### src/rtl/gs_pkg.sv
`default_nettype none
// +----------------------------------------------------------------------+
// | Module   : gs_pkg                                                    |
// | Purpose  : Shared sizes, FSM state encoding and neighbour-mask bit   |
// |            positions for the 16-unknown banded Gauss-Seidel solver.  |
// | Revision : 1.0  initial release                                      |
// +----------------------------------------------------------------------+
package gs_pkg;

  localparam int N_ROWS = 16;   // unknowns per system
  localparam int IDX_W  = 4;    // row / register index width
  localparam int X_W    = 32;   // x word width, signed 16.16
  localparam int B_W    = 16;   // b word width
  localparam int NB_W   = 6;    // neighbour-mask width

  // Neighbour-mask bit positions: which off-diagonal terms are in range
  localparam int NB_M1 = 0;     // x[i-1]
  localparam int NB_P1 = 1;     // x[i+1]
  localparam int NB_M2 = 2;     // x[i-2]
  localparam int NB_P2 = 3;     // x[i+2]
  localparam int NB_M3 = 4;     // x[i-3]
  localparam int NB_P3 = 5;     // x[i+3]

  typedef enum logic [2:0] {
    IDLE   = 3'd0,
    LOAD   = 3'd1,
    ITER   = 3'd2,
    DRAIN  = 3'd3,
    OUTPUT = 3'd4
  } state_t;

endpackage
`default_nettype wire

### src/rtl/gs_nb_mask.sv
`default_nettype none
// +----------------------------------------------------------------------+
// | Module   : gs_nb_mask                                                |
// | Purpose  : Combinational row index -> neighbour term-valid mask.     |
// |            A bit is set iff the neighbour index lies in 0..15.       |
// | Ports    : i_row_idx  row index i                                    |
// |            o_nb_mask  [0]i-1 [1]i+1 [2]i-2 [3]i+2 [4]i-3 [5]i+3      |
// | Revision : 1.0  initial release                                      |
// +----------------------------------------------------------------------+
module gs_nb_mask
  import gs_pkg::*;
(
  input  logic [IDX_W-1:0] i_row_idx,
  output logic [NB_W-1:0]  o_nb_mask
);

  always_comb begin
    o_nb_mask        = '0;
    o_nb_mask[NB_M1] = (i_row_idx >= IDX_W'(1));
    o_nb_mask[NB_M2] = (i_row_idx >= IDX_W'(2));
    o_nb_mask[NB_M3] = (i_row_idx >= IDX_W'(3));
    o_nb_mask[NB_P1] = (i_row_idx <= IDX_W'(N_ROWS - 2));
    o_nb_mask[NB_P2] = (i_row_idx <= IDX_W'(N_ROWS - 3));
    o_nb_mask[NB_P3] = (i_row_idx <= IDX_W'(N_ROWS - 4));
  end

endmodule
`default_nettype wire

### src/rtl/gs_sweep_controller.sv
`default_nettype none
// +----------------------------------------------------------------------+
// | Module   : gs_sweep_controller                                       |
// | Purpose  : Control sequencer for the 16-unknown banded Gauss-Seidel  |
// |            solver: b load, row issue, write-back timing, x[i-1]      |
// |            forwarding, per-sweep convergence check, solution output. |
// |            Holds no datapath storage.                                |
// | Ports    : clk, reset (async, active-high)                           |
// |            in_en            b-load strobe (16 contiguous beats)      |
// |            x_new/x_old      write-back value and prior stored value  |
// |            b_we/b_waddr     b register write                         |
// |            x_clr            zero all x registers                     |
// |            row_vld/row_idx/nb_mask/fwd_m1  row issue                 |
// |            x_we/x_waddr     x write-back                             |
// |            out_valid/out_idx  solution stream                        |
// |            iter_cnt/converged/load_err/busy  status                  |
// | Revision : 1.0  initial release                                      |
// +----------------------------------------------------------------------+
module gs_sweep_controller
  import gs_pkg::*;
#(
  parameter int          ITER_MAX = 50,
  parameter int          ITER_W   = 6,
  parameter logic [31:0] TOL      = 32'd16
) (
  input  logic              clk,
  input  logic              reset,
  input  logic              in_en,
  input  logic [X_W-1:0]    x_new,
  input  logic [X_W-1:0]    x_old,
  output logic              b_we,
  output logic [IDX_W-1:0]  b_waddr,
  output logic              x_clr,
  output logic              row_vld,
  output logic [IDX_W-1:0]  row_idx,
  output logic [NB_W-1:0]   nb_mask,
  output logic              fwd_m1,
  output logic              x_we,
  output logic [IDX_W-1:0]  x_waddr,
  output logic              out_valid,
  output logic [IDX_W-1:0]  out_idx,
  output logic [ITER_W-1:0] iter_cnt,
  output logic              converged,
  output logic              load_err,
  output logic              busy
);

  localparam logic [IDX_W-1:0] c_LAST = IDX_W'(N_ROWS - 1);

  state_t             r_state;
  state_t             w_state_nxt;
  logic [IDX_W-1:0]   r_cnt;        // load_cnt in LOAD, r in ITER, beat in OUTPUT
  logic [IDX_W-1:0]   w_cnt_nxt;
  logic [ITER_W-1:0]  r_iter_cnt;
  logic [ITER_W-1:0]  w_iter_nxt;
  logic [ITER_W-1:0]  w_iter_inc;
  logic               r_converged;
  logic               w_conv_nxt;
  logic               r_x_we;
  logic [IDX_W-1:0]   r_x_waddr;
  logic               r_sweep_ok;
  logic               w_sweep_ok_fin;
  logic [NB_W-1:0]    w_mask;
  logic [X_W:0]       w_delta;
  logic [X_W:0]       w_abs;
  logic               w_pass;

  gs_nb_mask u_nb_mask (
    .i_row_idx (row_idx),
    .o_nb_mask (w_mask)
  );

  // 33-bit difference so that extreme operands cannot wrap into a small delta
  assign w_delta = {x_new[X_W-1], x_new} - {x_old[X_W-1], x_old};
  assign w_abs   = w_delta[X_W] ? (~w_delta + 1'b1) : w_delta;
  assign w_pass  = (w_abs < {1'b0, TOL});

  // Row 15's write-back lands in DRAIN, so fold it in before deciding
  assign w_sweep_ok_fin = r_sweep_ok & w_pass;
  assign w_iter_inc     = r_iter_cnt + ITER_W'(1);

  always_ff @(posedge clk or posedge reset) begin
    if (reset) begin
      r_state     <= IDLE;
      r_cnt       <= '0;
      r_iter_cnt  <= '0;
      r_converged <= 1'b0;
      r_x_we      <= 1'b0;
      r_x_waddr   <= '0;
      r_sweep_ok  <= 1'b0;
    end else begin
      r_state     <= w_state_nxt;
      r_cnt       <= w_cnt_nxt;
      r_iter_cnt  <= w_iter_nxt;
      r_converged <= w_conv_nxt;
      // Computation unit has one cycle of latency
      r_x_we      <= row_vld;
      r_x_waddr   <= row_idx;
      if (r_x_we) begin
        r_sweep_ok <= (r_x_waddr == '0) ? w_pass : (r_sweep_ok & w_pass);
      end
    end
  end

  always_comb begin
    w_state_nxt = r_state;
    w_cnt_nxt   = r_cnt;
    w_iter_nxt  = r_iter_cnt;
    w_conv_nxt  = r_converged;
    b_we        = 1'b0;
    b_waddr     = '0;
    x_clr       = 1'b0;
    row_vld     = 1'b0;
    row_idx     = '0;
    fwd_m1      = 1'b0;
    out_valid   = 1'b0;
    out_idx     = '0;
    load_err    = 1'b0;

    case (r_state)
      IDLE: begin
        b_we  = in_en;
        x_clr = in_en;
        if (in_en) begin
          w_state_nxt = LOAD;
          w_cnt_nxt   = IDX_W'(1);
          w_iter_nxt  = '0;
          w_conv_nxt  = 1'b0;
        end
      end
      LOAD: begin
        b_we    = in_en;
        b_waddr = r_cnt;
        if (!in_en) begin
          load_err    = 1'b1;
          w_state_nxt = IDLE;
          w_cnt_nxt   = '0;
        end else if (r_cnt == c_LAST) begin
          w_state_nxt = ITER;
          w_cnt_nxt   = '0;
        end else begin
          w_cnt_nxt   = r_cnt + IDX_W'(1);
        end
      end
      ITER: begin
        row_vld = 1'b1;
        row_idx = r_cnt;
        // x[i-1] is still in flight when row i issues; x[i-2] is already stored
        fwd_m1  = (r_cnt != '0);
        if (r_cnt == c_LAST) begin
          w_state_nxt = DRAIN;
          w_cnt_nxt   = '0;
        end else begin
          w_cnt_nxt   = r_cnt + IDX_W'(1);
        end
      end
      DRAIN: begin
        w_iter_nxt = w_iter_inc;
        w_cnt_nxt  = '0;
        if (w_sweep_ok_fin) begin
          w_conv_nxt  = 1'b1;
          w_state_nxt = OUTPUT;
        end else if (w_iter_inc == ITER_W'(ITER_MAX)) begin
          w_state_nxt = OUTPUT;
        end else begin
          w_state_nxt = ITER;
        end
      end
      OUTPUT: begin
        out_valid = 1'b1;
        out_idx   = r_cnt;
        if (r_cnt == c_LAST) begin
          w_state_nxt = IDLE;
          w_cnt_nxt   = '0;
        end else begin
          w_cnt_nxt   = r_cnt + IDX_W'(1);
        end
      end
      default: begin
        w_state_nxt = IDLE;
        w_cnt_nxt   = '0;
      end
    endcase
  end

  // Lookup is driven by row_idx at all times; only present it while issuing
  assign nb_mask   = row_vld ? w_mask : '0;
  assign x_we      = r_x_we;
  assign x_waddr   = r_x_waddr;
  assign iter_cnt  = r_iter_cnt;
  assign converged = r_converged;
  assign busy      = (r_state != IDLE);

endmodule
`default_nettype wire

### config.mk
export PLATFORM = sky130hd
export DESIGN_NAME = gs_sweep_controller
export DESIGN_NICKNAME = d
export VERILOG_FILES = /design/src/rtl/gs_pkg.sv /design/src/rtl/gs_nb_mask.sv /design/src/rtl/gs_sweep_controller.sv
export SDC_FILE = /design/constraint.sdc
export NUM_CORES = 1
export LEC_CHECK = 0
export CAP_MARGIN = 20
export CELL_PAD_IN_SITES_DETAIL_PLACEMENT = 2
export CELL_PAD_IN_SITES_GLOBAL_PLACEMENT = 2
export CORE_MARGIN = 4
export CORE_UTILIZATION = 25
export CTS_BUF_LIST = sky130_fd_sc_hd__clkbuf_16
export DETAILED_ROUTE_END_ITERATION = 7
export PLACE_DENSITY_LB_ADDON = 0.1
export SYNTH_ARGS = -nofsm -noshare
export SYNTH_HDL_FRONTEND = slang
export SYNTH_SLANG_ARGS = --single-unit
### constraint.sdc
create_clock -name clk -period 2.4 [get_ports clk]
set_clock_uncertainty 0.2 [all_clocks]
set_input_delay 0.48 -clock clk [delete_from_list [all_inputs] [get_ports clk]]
set_output_delay 0.48 -clock clk [all_outputs]
set_load 0.03 [all_outputs]
==> flow_summary.json, run 1 <==
{
  "r2r_slack_ns": 0.39,
  "post_dp_cell_area_mm2": 0.007282,
  "io_buffers": 103,
  "clk_latency_ns": 0.26,
  "htreeDepth": 1,
  "async_flop_share": 1.000,
  "rsz0062_at_grt": "yes",
  "drive_gt1_frac": 0.4120,
  "hold_start": "x_we",
  "design_area_mm2": 0.008165,
  "dp_hpwl_mm": 17.51,
  "drc": 0,
  "grt_pass1_wl_mm": 37.51,
  "antenna_found_initial": 0,
  "place_congestion": 0.8202,
  "use_met2": 0.4343,
  "antenna_cells": 0,
  "ys_warn_count": 0,
  "seq_area_um2": 501.7,
  "max_freq_ghz": 0.2251,
  "die_w_um": 141.8,
  "required_ns": 2.35,
  "grt_pass1_vias": 7273,
  "start_util": 0.2571,
  "fin_crit_sh": 1.851,
  "nets": 1071,
  "dr.pass1.iters": 4,
  "cts_made_buffers": 3,
  "multi_input_area_mm2": 0.004360,
  "grtUsageMet1": 0.2697,
  "cts_hold_buf": 0,
  "hold_class": "reg2reg",
  "grt_max_degree": 25,
  "violations": "setup timing",
  "setup_ws_ns": -2.043,
  "worstSetupEndpointType": "register",
  "ys.flop_type": "dfrtp_1",
  "place_ws_ns": -2.810,
  "fillCellCount": 1971,
  "hold_depth": 1,
  "vias": 6429,
  "relSlewSlack": 0.6284,
  "hold_viol_final": 0,
  "layout_min_cycle_time_ns": 4.443,
  "globalRouteOverflowTotal": 0,
  "grt_busiest_layer": "met2",
  "grt_use_met3": 0.01449,
  "powerDensity_mw_per_mm2": 532.1,
  "drv_cap": 0,
  "gr-usage-all-layers": 0.2216,
  "path_clk_slew_ns": 0.07,
  "postSynthAreaPerCell_um2": 6.795,
  "totalWireLength_mm": 24.43,
  "rr_startpoint": "r_cnt[0]",
  "worst_pin_slew_ns": 0.5564,
  "core_region_area_mm2": 0.01742,
  "setup_violations": 8,
  "ys_types": 83,
  "timing.setup.critical_path_class": "in2reg",
  "vias_per_cell": 5.398,
  "dieArea_mm2": 0.02012,
  "status": "finished, violations left",
  "r2r_cells": 6,
  "cts-root-buf": "clkbuf_16",
  "first_iter_violations": 223,
  "final_util": 0.4688,
  "critPathArrivalTime_ns": 4.40,
  "rows": 48,
  "drv_slew": 0,
  "area_delta_synth_final_pct": 82.34,
  "path_max_fanout": 4,
  "holdWs_ns": 0.2819,
  "tritoncts": "yes",
  "yosys_register_bits": 20,
  "synthCells": 659,
  "seq_area_frac_synth": 0.1118,
  "worstSetupStartpointType": "primary input",
  "ir_drop_mv": 0.4920,
  "synthesis.nets": 763,
  "tns_ns": -8.140,
  "total_leakage_power_uw": 0.003666,
  "synth_edf_count": 0,
  "clock_sinks": 20,
  "whs_endpoint": "r_sweep_ok",
  "r2r-end": "r_cnt[3]",
  "drt-wirelength-per-cell_um": 20.51,
  "ios": 104,
  "clock_path_buffers": 2,
  "die_y_um": 141.8,
  "postRouteAntennaNets": 0,
  "synth_area_mm2": 0.004478
}
synthesized netlist by cell type (5+ instances only):
| cell | number | area [µm²] |
|---|---|---|
| a21oi_1 | 59 | 295.3 |
| nor2_1 | 58 | 217.7 |
| o21ai_0 | 54 | 270.3 |
| nand2_1 | 49 | 183.9 |
| inv_1 | 46 | 172.7 |
| ha_1 | 36 | 450.4 |
| clkbuf_1 | 30 | 112.6 |
| nand3_1 | 24 | 120.1 |
| a21o_1 | 22 | 165.2 |
| nor3_1 | 22 | 110.1 |
| and2_1 | 21 | 131.4 |
| dfrtp_1 | 20 | 500.5 |
| nand4_1 | 13 | 81.33 |
| xnor2_1 | 12 | 105.1 |
| nor4_1 | 11 | 68.82 |
| and3_1 | 10 | 62.56 |
| nand2b_1 | 10 | 62.56 |
| nor2b_1 | 8 | 50.05 |
| xor2_1 | 8 | 70.07 |
| or3_1 | 7 | 43.79 |
| a211oi_1 | 6 | 45.04 |
| a31oi_1 | 6 | 37.54 |
| o21a_1 | 6 | 45.04 |
| o21ai_1 | 6 | 30.03 |
| a211o_1 | 5 | 43.79 |
| and4_1 | 5 | 43.79 |
| o211ai_1 | 5 | 37.54 |
| o31ai_1 | 5 | 37.54 |
layout make-up:
type | count | area share
Clock buffer | 3 | 0.009194
Clock inverter | 1 | 0.003678
Inverter | 46 | 0.02360
Multi-Input combinational cell | 560 | 0.5340
Sequential cell | 20 | 0.06145
Tap cell | 225 | 0.03448
Timing Repair Buffer | 336 | 0.3336
how the worst max path moves through the flow:
| stage | startpoint | to | slack [ns] | cells after the start |
|---|---|---|---|---|
| 2_1_floorplan | x_new[0] | r_state[1] | -1.85 | 16 |
| 3_3_place_gp | x_new[0] | r_state[1] | -2.65 | 17 |
| 3_5_place_dp | x_new[0] | r_state[1] | -2.81 | 17 |
| 4_1_cts | x_new[0] | r_state[1] | -1.95 | 17 |
| 5_1_grt | x_new[0] | converged | -2.18 | 17 |
| 6_report | x_new[0] | converged | -2.04 | 17 |
critical path: stages:
cell and delay (ns):
buf_8 0.09, inv_12 0.03, ha_4 0.15, fa_2 0.35, nand2b_4 0.17, a211oi_4 0.37, o21a_1 0.25, o22ai_4 0.11
nor4_4 0.28, or4b_1 0.47, or4_4 0.46, nor4b_4 0.29, a32o_2 0.23, a21oi_2 0.05, nor3_2 0.25, nand3_1 0.15
o31ai_2 0.22
kinds of logic after synthesis:
logic type / count (synthesis) / share of synthesized area
compound gates: 233 / 0.3465
xor+xnor: 20 / 0.03912
fa+ha+maj: 37 / 0.1051
buf+inv: 79 / 0.06706
flops: 20 / 0.1118
mux: 7 / 0.01676
simple gates: 263 / 0.3138
metal layers:
layer | up-vias | wire length, µm
met5 | - | 0
met1 | 3242 | 10260
li1 | 3058 | -
met2 | 107 | 13270
met3 | 22 | 669
met4 | 0 | 235
flip-flops by register name, summed over array words and instances, names as in the netlist:
| signal | cells |
|---|---|
| r_sweep_ok | 1 |
| r_state | 3 |
| x_we | 1 |
| x_waddr | 4 |
| converged | 1 |
| r_cnt | 4 |
| iter_cnt | 6 |
stage by stage:
| step | power, µW | std cells |
|---|---|---|
| after floorplan | 2121 | 659 |
| after global placement | 3306 | 1158 |
| after detailed placement | 3450 | 1158 |
| after CTS | 4162 | 1180 |
| after global routing | 4633 | 1191 |
| final | 4345 | 1191 |
report_power, final:
group	total, µW	switching, µW	internal [µW]
clock	469	138	331
combinational	3280	1780	1510
sequential	593	158	435
total	4340	2070	2270
layout by cell type (no fill, tap or decap), types with 21 or more instances in the layout:
| master | instances |
|---|---|
| a21o_1 | 21 |
| a21oi_1 | 47 |
| buf_4 | 247 |
| clkdlybuf4s50_1 | 52 |
| dlygate4sd2_1 | 21 |
| ha_1 | 23 |
| inv_1 | 32 |
| nand2_1 | 48 |
| nor2_1 | 53 |
| o21ai_0 | 48 |
timing repair:
item,in CTS,in global routing
cloned,0,0
endpoints found under the setup margin,13,5
resized for setup,146,28
pin swaps,32,27
setup buffers,18,12
Power figures use the tool's default switching activity.
==> inputs of run 2 (changes only) <==
--- a/config.mk
+++ b/config.mk
@@ -13,6 +13,8 @@
 export CTS_BUF_LIST = sky130_fd_sc_hd__clkbuf_16
 export DETAILED_ROUTE_END_ITERATION = 7
 export PLACE_DENSITY_LB_ADDON = 0.1
+export SETUP_SLACK_MARGIN = 0.15
+export SKIP_LAST_GASP = 1
 export SYNTH_ARGS = -nofsm -noshare
 export SYNTH_HDL_FRONTEND = slang
 export SYNTH_SLANG_ARGS = --single-unit
==> run 2 against run 1 <==
  * The flow still finishes with violations (setup timing)
  * Critical path depth up 3
  * Core utilization up 0.57 points
  * Register-to-register slack worse by 0.18 ns
  * Non-clock buffer count up 7
  * Flip-flop and latch count unchanged
  * Hold slack better by 0.050 ns
  * Critical path type unchanged
  * Critical endpoint is now r_state[1]
==> flow_summary.json, run 2 (synthesis gave the netlist of run 1 again) <==
{
  "core_region_area_mm2": 0.01742,
  "required_ns": 2.34,
  "io_buffers": 103,
  "slowest_delay_ns": 0.45,
  "total_leakage_power_uw": 0.003702,
  "grt_pass1_wl_mm": 39.78,
  "violations": "setup timing",
  "gr-usage-all-layers": 0.2397,
  "antenna_cells": 0,
  "ios": 104,
  "postRouteAntennaNets": 0,
  "critical_path.top_delay_family": "simple AND/OR/NAND/NOR gates",
  "grt_pass1_vias": 7286,
  "drc": 0,
  "largest_register_ffs": 6,
  "most-common-layout-cells": "buf_4, clkdlybuf4s50_1, nor2_1",
  "die_w_um": 141.8,
  "die_y_um": 141.8,
  "drv_slew": 0,
  "path_clk_slew_ns": 0.07,
  "critPathArrivalTime_ns": 4.81,
  "path_depth": 20,
  "tns_ns": -9.765,
  "drive_gt1_frac": 0.4203,
  "cp.buffers_inverters": 5,
  "grt_max_degree": 25,
  "rsz0062_at_grt": "yes",
  "worstSetupStartpointType": "primary input",
  "final_common_cell": "buf_4",
  "timing.setup.critical_path_class": "in2reg",
  "fillCellCount": 1940,
  "dr.pass1.iters": 5,
  "ir_drop_mv": 0.6210,
  "totalWireLength_mm": 29.12,
  "holdWs_ns": 0.3317,
  "r2r_cells": 8,
  "worst_pin_slew_ns": 0.4963,
  "first_iter_violations": 328,
  "cts_hold_buf": 0,
  "start_util": 0.2571,
  "drt-wirelength-per-cell_um": 24.31,
  "relSlewSlack": 0.6683,
  "vias": 6809,
  "path_common_cell": "buf_4",
  "place_ws_ns": -2.850,
  "worstSetupEndpointType": "register",
  "hold_depth": 1,
  "place_congestion": 0.8752,
  "p_total_uw": 4649,
  "htreeDepth": 1,
  "cts-root-buf": "clkbuf_16",
  "path_max_fanout": 8,
  "clock_path_buffers": 2,
  "globalRouteOverflowTotal": 0,
  "tritoncts": "yes",
  "max_freq_ghz": 0.2056,
  "vias_per_cell": 5.684,
  "setup_ws_ns": -2.465,
  "setup_violations": 6,
  "nets": 1078,
  "dp_hpwl_mm": 17.62,
  "rows": 48,
  "clk_latency_ns": 0.27,
  "hold_viol_final": 0,
  "cp_cell_sequence": "buf_8 > inv_12 > ha_4 > fa_2 > buf_4 > xnor2_1 > nor3b_1 > mux2_2 > o211ai_2 > buf_4 > nor4_2 > nand4_1 > nor4_1 > buf_4 > a21oi_1 > xor2_1 > a41oi_1 > and3_1 > a41oi_2 > a21o_1",
  "dieArea_mm2": 0.02012,
  "hold_class": "reg2reg",
  "powerDensity_mw_per_mm2": 562.5,
  "fin_crit_sh": 2.027,
  "clock_sinks": 20,
  "antenna_found_initial": 0,
  "final_util": 0.4746,
  "drv_cap": 0,
  "crit_slowest_cell": "nor4_1",
  "area_delta_synth_final_pct": 84.58,
  "layout_min_cycle_time_ns": 4.865,
  "status": "finished, violations left",
  "cts_made_buffers": 3
}
## run 2: changes by cell type in the layout (fill, tap and decap cells not counted), sizes merged
cell / delta
buf: +8
clkbuf: +1
clkdlybuf4s15: -2
dlygate4sd2: -1
dlymetal6s2s: +1
## run 2: per-layer routing
layer	up-vias	part of all wire	track usage
li1	3081	-	-
met1	3415	0.41	0.2962
met2	237	0.52	0.4521
met3	76	0.041	0.01820
met4	0	0.033	0.05051
met5	-	0	0
## run 2: power by group
group          internal [µW]  switching (µW)
logic                   1570            1970
registers                437             175
clock network            333             166
## run 2: metrics by stage
stage	std cells	cell area, µm²
floorplan	659	4648
global placement	1155	7262
detailed placement	1155	7262
CTS	1177	7936
global route	1198	8265
finish	1198	8265
## run 2: path summary, 6_finish.rpt
| check | from | slack (ns) | endpoint |
|---|---|---|---|
| max | x_new[0] | -2.46 | r_state[1] |
| min in group asynchronous | reset | 0.44 | r_sweep_ok |
| max in group asynchronous | reset | 1.29 | r_state[2] |
| min reg2reg | x_we | 0.33 | r_sweep_ok |
| max reg2reg | iter_cnt[2] | 0.21 | r_state[1] |
| min | x_we | 0.33 | r_sweep_ok |
## run 2: worst register-to-register path: cells and delay by family, from the launching register on
family | cells | cell delay [ns]
AO/OA/AOI/OAI | 4 | 0.53
AND/OR/NAND/NOR | 4 | 0.84
flip-flops | 1 | 0.50
## run 2: final cells by class
type / instances / area, µm² / share of cell area
Clock inverter: 1 / 30.03 / 0.003633
Clock buffer: 3 / 75.07 / 0.009083
Multi-Input combinational cell: 560 / 4320 / 0.5227
Timing Repair Buffer: 343 / 2861 / 0.3462
Sequential cell: 20 / 504.2 / 0.06101
Inverter: 46 / 192.7 / 0.02331
Tap cell: 225 / 281.5 / 0.03406
## run 2: what timing repair did
item / 4_1_cts / 5_1_grt
pin swaps: 30 / 12
buffers inserted: 18 / 20
gates resized for setup: 155 / 42
setup endpoints to repair: 23 / 20
cloned: 0 / 1
==> inputs of run 3 (changes only) <==
--- a/config.mk
+++ b/config.mk
@@ -5,12 +5,12 @@
 export SDC_FILE = /design/constraint.sdc
 export NUM_CORES = 1
 export LEC_CHECK = 0
-export CAP_MARGIN = 20
 export CELL_PAD_IN_SITES_DETAIL_PLACEMENT = 2
 export CELL_PAD_IN_SITES_GLOBAL_PLACEMENT = 2
 export CORE_MARGIN = 4
 export CORE_UTILIZATION = 25
 export CTS_BUF_LIST = sky130_fd_sc_hd__clkbuf_16
+export CTS_CLUSTER_SIZE = 20
 export DETAILED_ROUTE_END_ITERATION = 7
 export PLACE_DENSITY_LB_ADDON = 0.1
 export SETUP_SLACK_MARGIN = 0.15
==> results of run 3 <==
No change in the layout: final DEF, timing and power equal those of run 2.
